==> src/rtl/ecc_secded_dec32.sv <==
// Pipelined SECDED (39,32) Hamming decoder with saturating error counters.
// Define ECC_DEC_IN_REG_EN to add an input register stage (latency 3).
module ecc_secded_dec32 #(
   parameter int CNT_W = 16
) (
   input  logic             clk,
   input  logic             rst_n,
   input  logic             in_valid,
   output logic             in_ready,
   input  logic [38:0]      code_in,
   output logic             out_valid,
   input  logic             out_ready,
   output logic [31:0]      data_out,
   output logic             err_corr,
   output logic             err_uncorr,
   output logic [5:0]       syndrome,
   input  logic             cnt_clr,
   output logic [CNT_W-1:0] corr_cnt,
   output logic [CNT_W-1:0] uncorr_cnt
);

   function automatic logic [31:0] extract(input logic [38:0] c);
      logic [31:0] r;
      int          j;
      r = '0;
      j = 0;
      for (int p = 1; p <= 38; p++) begin
         if ((p & (p - 1)) != 0) begin
            r[j] = c[p-1];
            j++;
         end
      end
      return r;
   endfunction

   logic en;
   assign en       = !out_valid | out_ready;
   assign in_ready = en;

   logic [38:0] cw;
   logic        cw_v;

`ifdef ECC_DEC_IN_REG_EN
   logic [38:0] c0_q;
   logic        v0_q;

   always_ff @(posedge clk or negedge rst_n) begin
      if (!rst_n) begin
         c0_q <= '0;
         v0_q <= 1'b0;
      end else if (en) begin
         c0_q <= code_in;
         v0_q <= in_valid;
      end
   end

   assign cw   = c0_q;
   assign cw_v = v0_q;
`else
   assign cw   = code_in;
   assign cw_v = in_valid;
`endif

   logic [5:0]  s1_d, s1_q;
   logic        g1_d, g1_q;
   logic [38:0] c1_q;
   logic        v1_q;

   always_comb begin
      logic [5:0] pos;
      s1_d = '0;
      for (int p = 1; p <= 38; p++) begin
         pos = 6'(p);
         for (int k = 0; k < 6; k++)
            if (pos[k]) s1_d[k] = s1_d[k] ^ cw[p-1];
      end
      g1_d = ^cw;
   end

   always_ff @(posedge clk or negedge rst_n) begin
      if (!rst_n) begin
         s1_q <= '0;
         g1_q <= 1'b0;
         c1_q <= '0;
         v1_q <= 1'b0;
      end else if (en) begin
         s1_q <= s1_d;
         g1_q <= g1_d;
         c1_q <= cw;
         v1_q <= cw_v;
      end
   end

   // Flip only on odd overall parity; s>=39 matches no position.
   logic [38:0] flip;
   logic [31:0] data_d;
   logic        corr_d, unc_d;

   always_comb begin
      flip = '0;
      for (int p = 1; p <= 38; p++)
         flip[p-1] = g1_q && (s1_q == 6'(p));
      data_d = extract(c1_q ^ flip);
      corr_d = g1_q && (s1_q <= 6'd38);
      unc_d  = (g1_q && (s1_q >= 6'd39)) || (!g1_q && (s1_q != 6'd0));
   end

   logic [31:0] data_q;
   logic        corr_q, unc_q, vld_q;
   logic [5:0]  syn_q;

   always_ff @(posedge clk or negedge rst_n) begin
      if (!rst_n) begin
         data_q <= '0;
         corr_q <= 1'b0;
         unc_q  <= 1'b0;
         syn_q  <= '0;
         vld_q  <= 1'b0;
      end else if (en) begin
         data_q <= data_d;
         corr_q <= corr_d;
         unc_q  <= unc_d;
         syn_q  <= s1_q;
         vld_q  <= v1_q;
      end
   end

   assign data_out   = data_q;
   assign err_corr   = corr_q;
   assign err_uncorr = unc_q;
   assign syndrome   = syn_q;
   assign out_valid  = vld_q;

   logic [CNT_W-1:0] ccnt_d, ccnt_q, ucnt_d, ucnt_q;
   logic             xfer;
   assign xfer = vld_q & out_ready;

   always_comb begin
      ccnt_d = ccnt_q;
      ucnt_d = ucnt_q;
      if (cnt_clr) begin
         ccnt_d = '0;
         ucnt_d = '0;
      end else if (xfer) begin
         if (corr_q && ccnt_q != '1) ccnt_d = ccnt_q + CNT_W'(1);
         if (unc_q && ucnt_q != '1)  ucnt_d = ucnt_q + CNT_W'(1);
      end
   end

   always_ff @(posedge clk or negedge rst_n) begin
      if (!rst_n) begin
         ccnt_q <= '0;
         ucnt_q <= '0;
      end else begin
         ccnt_q <= ccnt_d;
         ucnt_q <= ucnt_d;
      end
   end

   assign corr_cnt   = ccnt_q;
   assign uncorr_cnt = ucnt_q;

endmodule
==> config.mk <==
export PLATFORM = sky130hd
export DESIGN_NAME = ecc_secded_dec32
export DESIGN_NICKNAME = d
export VERILOG_FILES = /design/src/rtl/ecc_secded_dec32.sv
export SDC_FILE = /design/constraint.sdc
export NUM_CORES = 1
export LEC_CHECK = 0
export ABC_AREA = 1
export BUFFER_PORTS_ARGS = -buffer_cell sky130_fd_sc_hd__buf_2
export CORE_ASPECT_RATIO = 1.75
export CORE_MARGIN = 5
export CORE_UTILIZATION = 45
export DETAILED_ROUTE_END_ITERATION = 6
export PLACE_DENSITY = 0.74
export SLEW_MARGIN = 20
export SYNTH_ARGS = -nofsm -noshare
export SYNTH_HDL_FRONTEND = slang
export SYNTH_SLANG_ARGS = --single-unit
==> constraint.sdc <==
create_clock -name clk -period 1.65 [get_ports clk]
set_input_delay 0.33 -clock clk [delete_from_list [all_inputs] [get_ports clk]]
set_output_delay 0.33 -clock clk [all_outputs]
set_load 0.005 [all_outputs]
**Word level (Yosys, flattened, before mapping)**

Index checks and enable logic that the tools add are counted.
W data, S select, Z words.

- Bits in registers: 119
- Latch bits: 0
- RAM bits: 0
- Bits in read-only memories: 0
- Input port bits: 44
- Output and inout bits: 74
- Word-level logic and storage cells: 207
- Memories: 0

- Add/subtract/negate cells: 2
- $mul: 0
- Divide/modulo/power cells: 0
- $lt $le $gt $ge: 2
- Equal/unequal tests: 40
- Shifts and indexed selects: 0
- Muxes and demuxes: 6
- Bitwise logic cells: 93
- Reduce and logical (&&, ||, !) cells: 53

Operators by type and width:

| kind | count |
|---|---|
| $eq A6 B5 Y1 const B | 16 |
| $mux W16 | 6 |
| $xor A1 B1 Y1 | 90 |
| $eq A6 B4 Y1 const B | 8 |
| $logic_and A1 B1 Y1 | 43 |
| $eq A6 B6 Y1 const B | 7 |
| $reduce_xor A39 Y1 | 1 |
| $xor A38 B38 Y38 | 1 |
| $add A16 B1 Y16 const B | 2 |
| $ne A16 B16 Y1 const B | 2 |
| $eq A6 B3 Y1 const B | 4 |
| $eq A6 B2 Y1 const B | 2 |
| $eq A6 B1 Y1 const B | 1 |
| $ge A6 B6 Y1 const B | 1 |
| $le A6 B6 Y1 const B | 1 |
| $reduce_bool A2 Y1 | 3 |
| $reduce_bool A6 Y1 | 1 |
| $reduce_and A2 Y1 | 2 |
| $logic_not A1 Y1 | 2 |
| $and A1 B1 Y1 | 1 |
| $logic_or A1 B1 Y1 | 1 |
| $or A1 B1 Y1 | 1 |

**Longest topological paths before layout**

- Depth after elaboration: 18
- Gate-level depth with buffers: 16
- Gate-level depth less buffers: 15

**Least setup slack after synthesis**

OpenSTA, ideal clock, no wires.

- Path type: flip-flop to flip-flop
- From: register ucnt_q[0] (netlist: uncorr_cnt[0])
- To: register ucnt_q[13] (netlist: uncorr_cnt[13])
- Setup time: 0.126 ns
- Arrival: 1.529 ns
- Data required time: 1.524 ns
- Setup slack: -0.005 ns
- Stages on the path, launching flop included: 10
- Path buffers: 1
- Clock period less this slack: 1.655 ns
- Cell sequence: dfrtp_1 -> ha_1 -> nand2_1 -> nor2_2 -> nand4_1 -> nand4_2 -> nand2_2 -> buf_2 -> nand3_1 -> o21ai_0

- Word-level cells in the longest chain between the ends: 4
- Elaborated cells between the ends (all ways): 8
- Those cells by class: add/sub (1); eq/ne (1); mux (3); reduce/logical (3)

RTL lines:

| what | line | RTL |
|---|---|---|
| start: declaration | 134 | `logic [CNT_W-1:0] ccnt_d, ccnt_q, ucnt_d, ucnt_q;` |
| start signal: assignment | 156 | `ucnt_q <= ucnt_d;` |
| $add A16 B1 Y16 or $ne A16 B16 Y1 (tied branches) | 146 | `if (unc_q && ucnt_q != '1) ucnt_d = ucnt_q + CNT_W'(1);` |
| $mux W16 or $logic_and A1 B1 Y1 (tied branches) | 146 |  |
| $mux W16 or $reduce_bool A2 Y1 (tied branches) | -- |  |
| $mux W16 or $reduce_and A2 Y1 (tied branches) | -- |  |

Several ways; a longest one is shown, not always the timed one. The select of a mux whose other input is x is not followed.
A chain may end at the register's enable or synchronous reset.

**Worst setup path after layout**

- From: register s1_q[3]
- To: register data_q[21] (netlist: data_out[21])

- Word-level cells in the longest chain between the ends: 3

RTL lines:

| what | line | RTL |
|---|---|---|
| start: declaration | 64 | `logic [5:0] s1_d, s1_q;` |
| start signal: assignment | 82 | `s1_q <= '0;` |
| start signal: assignment | 87 | `s1_q <= s1_d;` |
| $eq A6 B5 Y1 | 102 | `flip[p-1] = g1_q && (s1_q == 6'(p));` |
| $logic_and A1 B1 Y1 | 102 |  |
| $xor A38 B38 Y38 | 103 | `data_d = extract(c1_q ^ flip);` |
| end signal: assignment | 120 | `data_q <= data_d;` |
| end: declaration | 108 | `logic [31:0] data_q;` |

No other way between the ends.

==> run metrics <==
Synth area leaders dfrtp_1, nand2_1, xor2_1, o21ai_0, inv_1; die span in y 173.9 µm; Starting Density 45.34%; pin count of the biggest net entering global routing 70; Final #Nets 1159; WL final 20030 µm; root buf cell clkbuf_16; Num CTS Buffers 17; Sequential Power Share 36.4%; Mapped Nets 993; die area 18030 µm²; post-synthesis register bit count 113; H-tree Lvls 4; final hold violations 0; synth warn 0; Setup-failing EPs final 0; P_sw 3354 µW; XOR/XNOR share of the synthesized area 12.66%; Max-cap violations 0; ANT cells 0; fin worst setup slack 0.05500 ns; Gate power share 26.6%; mux share of post-synthesis cell area 0%; number of DRC markers in iteration 0 468; DRT antenna net count 0; status finished clean; P_leak 0.004455 µW; Setup Skew 0.009814 ns; die width 103.7 µm; clock share of power 36.9%; top-area cell type share of the netlist area 40.92%; CTS tree built; largest family of logic cells by synthesized area simple AND/OR/NAND/NOR gates; Compound-Gate Fraction of Synth Area 8.600%; Tmin final 1.595 ns; share of post-route cells with drive strength above 1 21.49%; FF+latch area 2829 µm²; Final period util 96.67%; Synth Area in Adders 0.3621%; worst slack, placed -0.01443 ns; Port Buffer Count 117; max-slew violations 0; register area share after synthesis 40.92%; CP Capture Type flop; # DRC 0; clock-pin slew on the worst setup and hold paths 0.06 ns; Slew Limit Headroom 69.10%; Tightest Hold Check Type primary input to flop; CTS sink count 113; Ports 118; Mapped Cells 947; # fillers 1447; multi-input logic area 3615 µm²; Power Density 1128 nW/µm²; Distinct cells, synth 37; row count 60; first-pass GRT wire length 32250 µm; P&R area growth vs syn 27.45%; worst slew pin tran 0.4630 ns; GRT Util Overall 22.25%; Skew-Pair Late Insertion Delay 0.41 ns; WP data required 1.98 ns; vias in the first global route 6524; simple-gate share of the synthesized area 29.49%; Max Clk Rate 627.0 MHz; Final Util 57.79%; CP Launch Type flop; ys flop type dfrtp_1; commonest cells after routing, fill and taps aside nand2_1, buf_2, dfrtp_1, inv_1, o21ai_0; Max clock buf depth 2; Sw Ratio 33.75%; FF-to-FF path depth 7; initial antenna violation count 0; CP max FO 6; internal cell power 6584 µW; RePlAce Congestion 0.9161; WP data arrival 1.92 ns; largest area contributor in the netlist dfrtp_1; Post-synth EDFFs 0; most common cell after layout, fill and taps aside nand2_1; total gr overflow 0; Crit Path Class flop to flop; worst IR drop on VDD 680.9 µV; Avg Inst Size Synth 7.297 µm²; Hold Crit Depth 3; cell area after synthesis 6910 µm²; async set-reset flop share out of synthesis 100.0%; wire length per cell 15.27 µm; core footprint 15240 µm²; DPL Wire Length 15760 µm; DRT Pass-1 Iters 5; via count 6596; Vias/cell 5.027
[cells in the mapped netlist (2+ instances only)]
library cell / n
clkbuf_1: 9
nor2_2: 2
ha_1: 2
a31oi_1: 5
buf_6: 2
nand3_1: 52
nor4_2: 3
nor2_1: 56
nand4_1: 11
o21ai_1: 11
o31ai_1: 4
nand3b_1: 2
inv_1: 105
dfrtp_1: 113
nand3_2: 2
inv_2: 2
nand2_2: 2
buf_2: 16
nand4_2: 2
nand2_4: 2
a21oi_1: 11
nand2_1: 332
xor2_1: 67
nor3_1: 11
xnor2_1: 31
o21ai_0: 80
or2_1: 2
[stage by stage]
step	cells	total power [µW]	instance area [µm²]	TNS (ns)	hold slack [ns]
after global routing	1312	10500	8807	-0.04305	0.2043
after floorplan	947	5108	6910	0	0.03441
after CTS	1309	9944	8692	0	0.1623
after detailed placement	1275	6227	8070	-0.01552	0.1353
after global placement	1275	6168	8070	0	0.1346
final	1312	9938	8807	0	0.1691
[final timing paths]
check | start | endpoint | slack [ns]
worst min register to register | v1_q | out_valid | 0.45
max in group asynchronous | rst_n | data_out[22] | 0.80
worst min-delay path | in_valid | v1_q | 0.17
min in group asynchronous | rst_n | data_out[28] | 0.27
worst max register to register | s1_q[3] | data_out[21] | 0.06
worst max-delay path | s1_q[3] | data_out[21] | 0.06
[cell families after synthesis]
kind of cell	Yosys count
AO/OA/AOI/OAI	114
XOR/XNOR	99
flip-flops	113
adder cells (fa/ha/maj)	2
AND/OR/NAND/NOR	483
buffers and inverters	136
[final cells by class]
type | instances | share of cell area (%)
repair buffers | 176 | 12.86
well taps | 186 | 2.642
flip-flops and latches | 113 | 32.12
multi-input cells | 698 | 41.04
inverters | 107 | 4.603
clock buffers | 19 | 5.029
clock inverters | 13 | 1.705
[state kept, by name, summed over array words and instances (netlist names), 6 cells and up]
name / cells
c1_q: 32
corr_cnt: 16
data_out: 32
s1_q: 6
syndrome: 6
uncorr_cnt: 16
[repair_timing]
| action | in CTS | in global routing |
|---|---|---|
| pin swaps | 1 | 8 |
| endpoints found under the setup margin | 4 | 26 |
| hold endpoints to repair | 111 | 0 |
| hold buffers | 1 | 0 |
| resized for setup | 4 | 22 |
| setup buffers | 1 | 3 |
[layer usage]
metal	GRT usage, %	up-vias	wire [µm]
met5	0	-	0
met4	12.48	0	990
met1	22.49	3030	7324
li1	-	3314	-
met3	3.419	54	730
met2	42.44	198	10990
[critical path, stage by stage (launching register included)]
cell and delay, ns:
dfrtp_1 0.46, inv_1 0.11, nor2_1 0.13, inv_1 0.08
nor2_1 0.29, nand2_1 0.14, xor2_1 0.16, o21ai_0 0.13
[power by group through the flow]
stage / Clock (µW) / Sequential [µW] / Combinational (µW)
after CTS: 3730 / 3610 / 2610
after floorplan: 0 / 3620 / 1480
final: 3670 / 3620 / 2650
after global placement: 0 / 3640 / 2530
after detailed placement: 0 / 3650 / 2570
after global routing: 3850 / 3680 / 2970
Power figures use the tool's default switching activity.
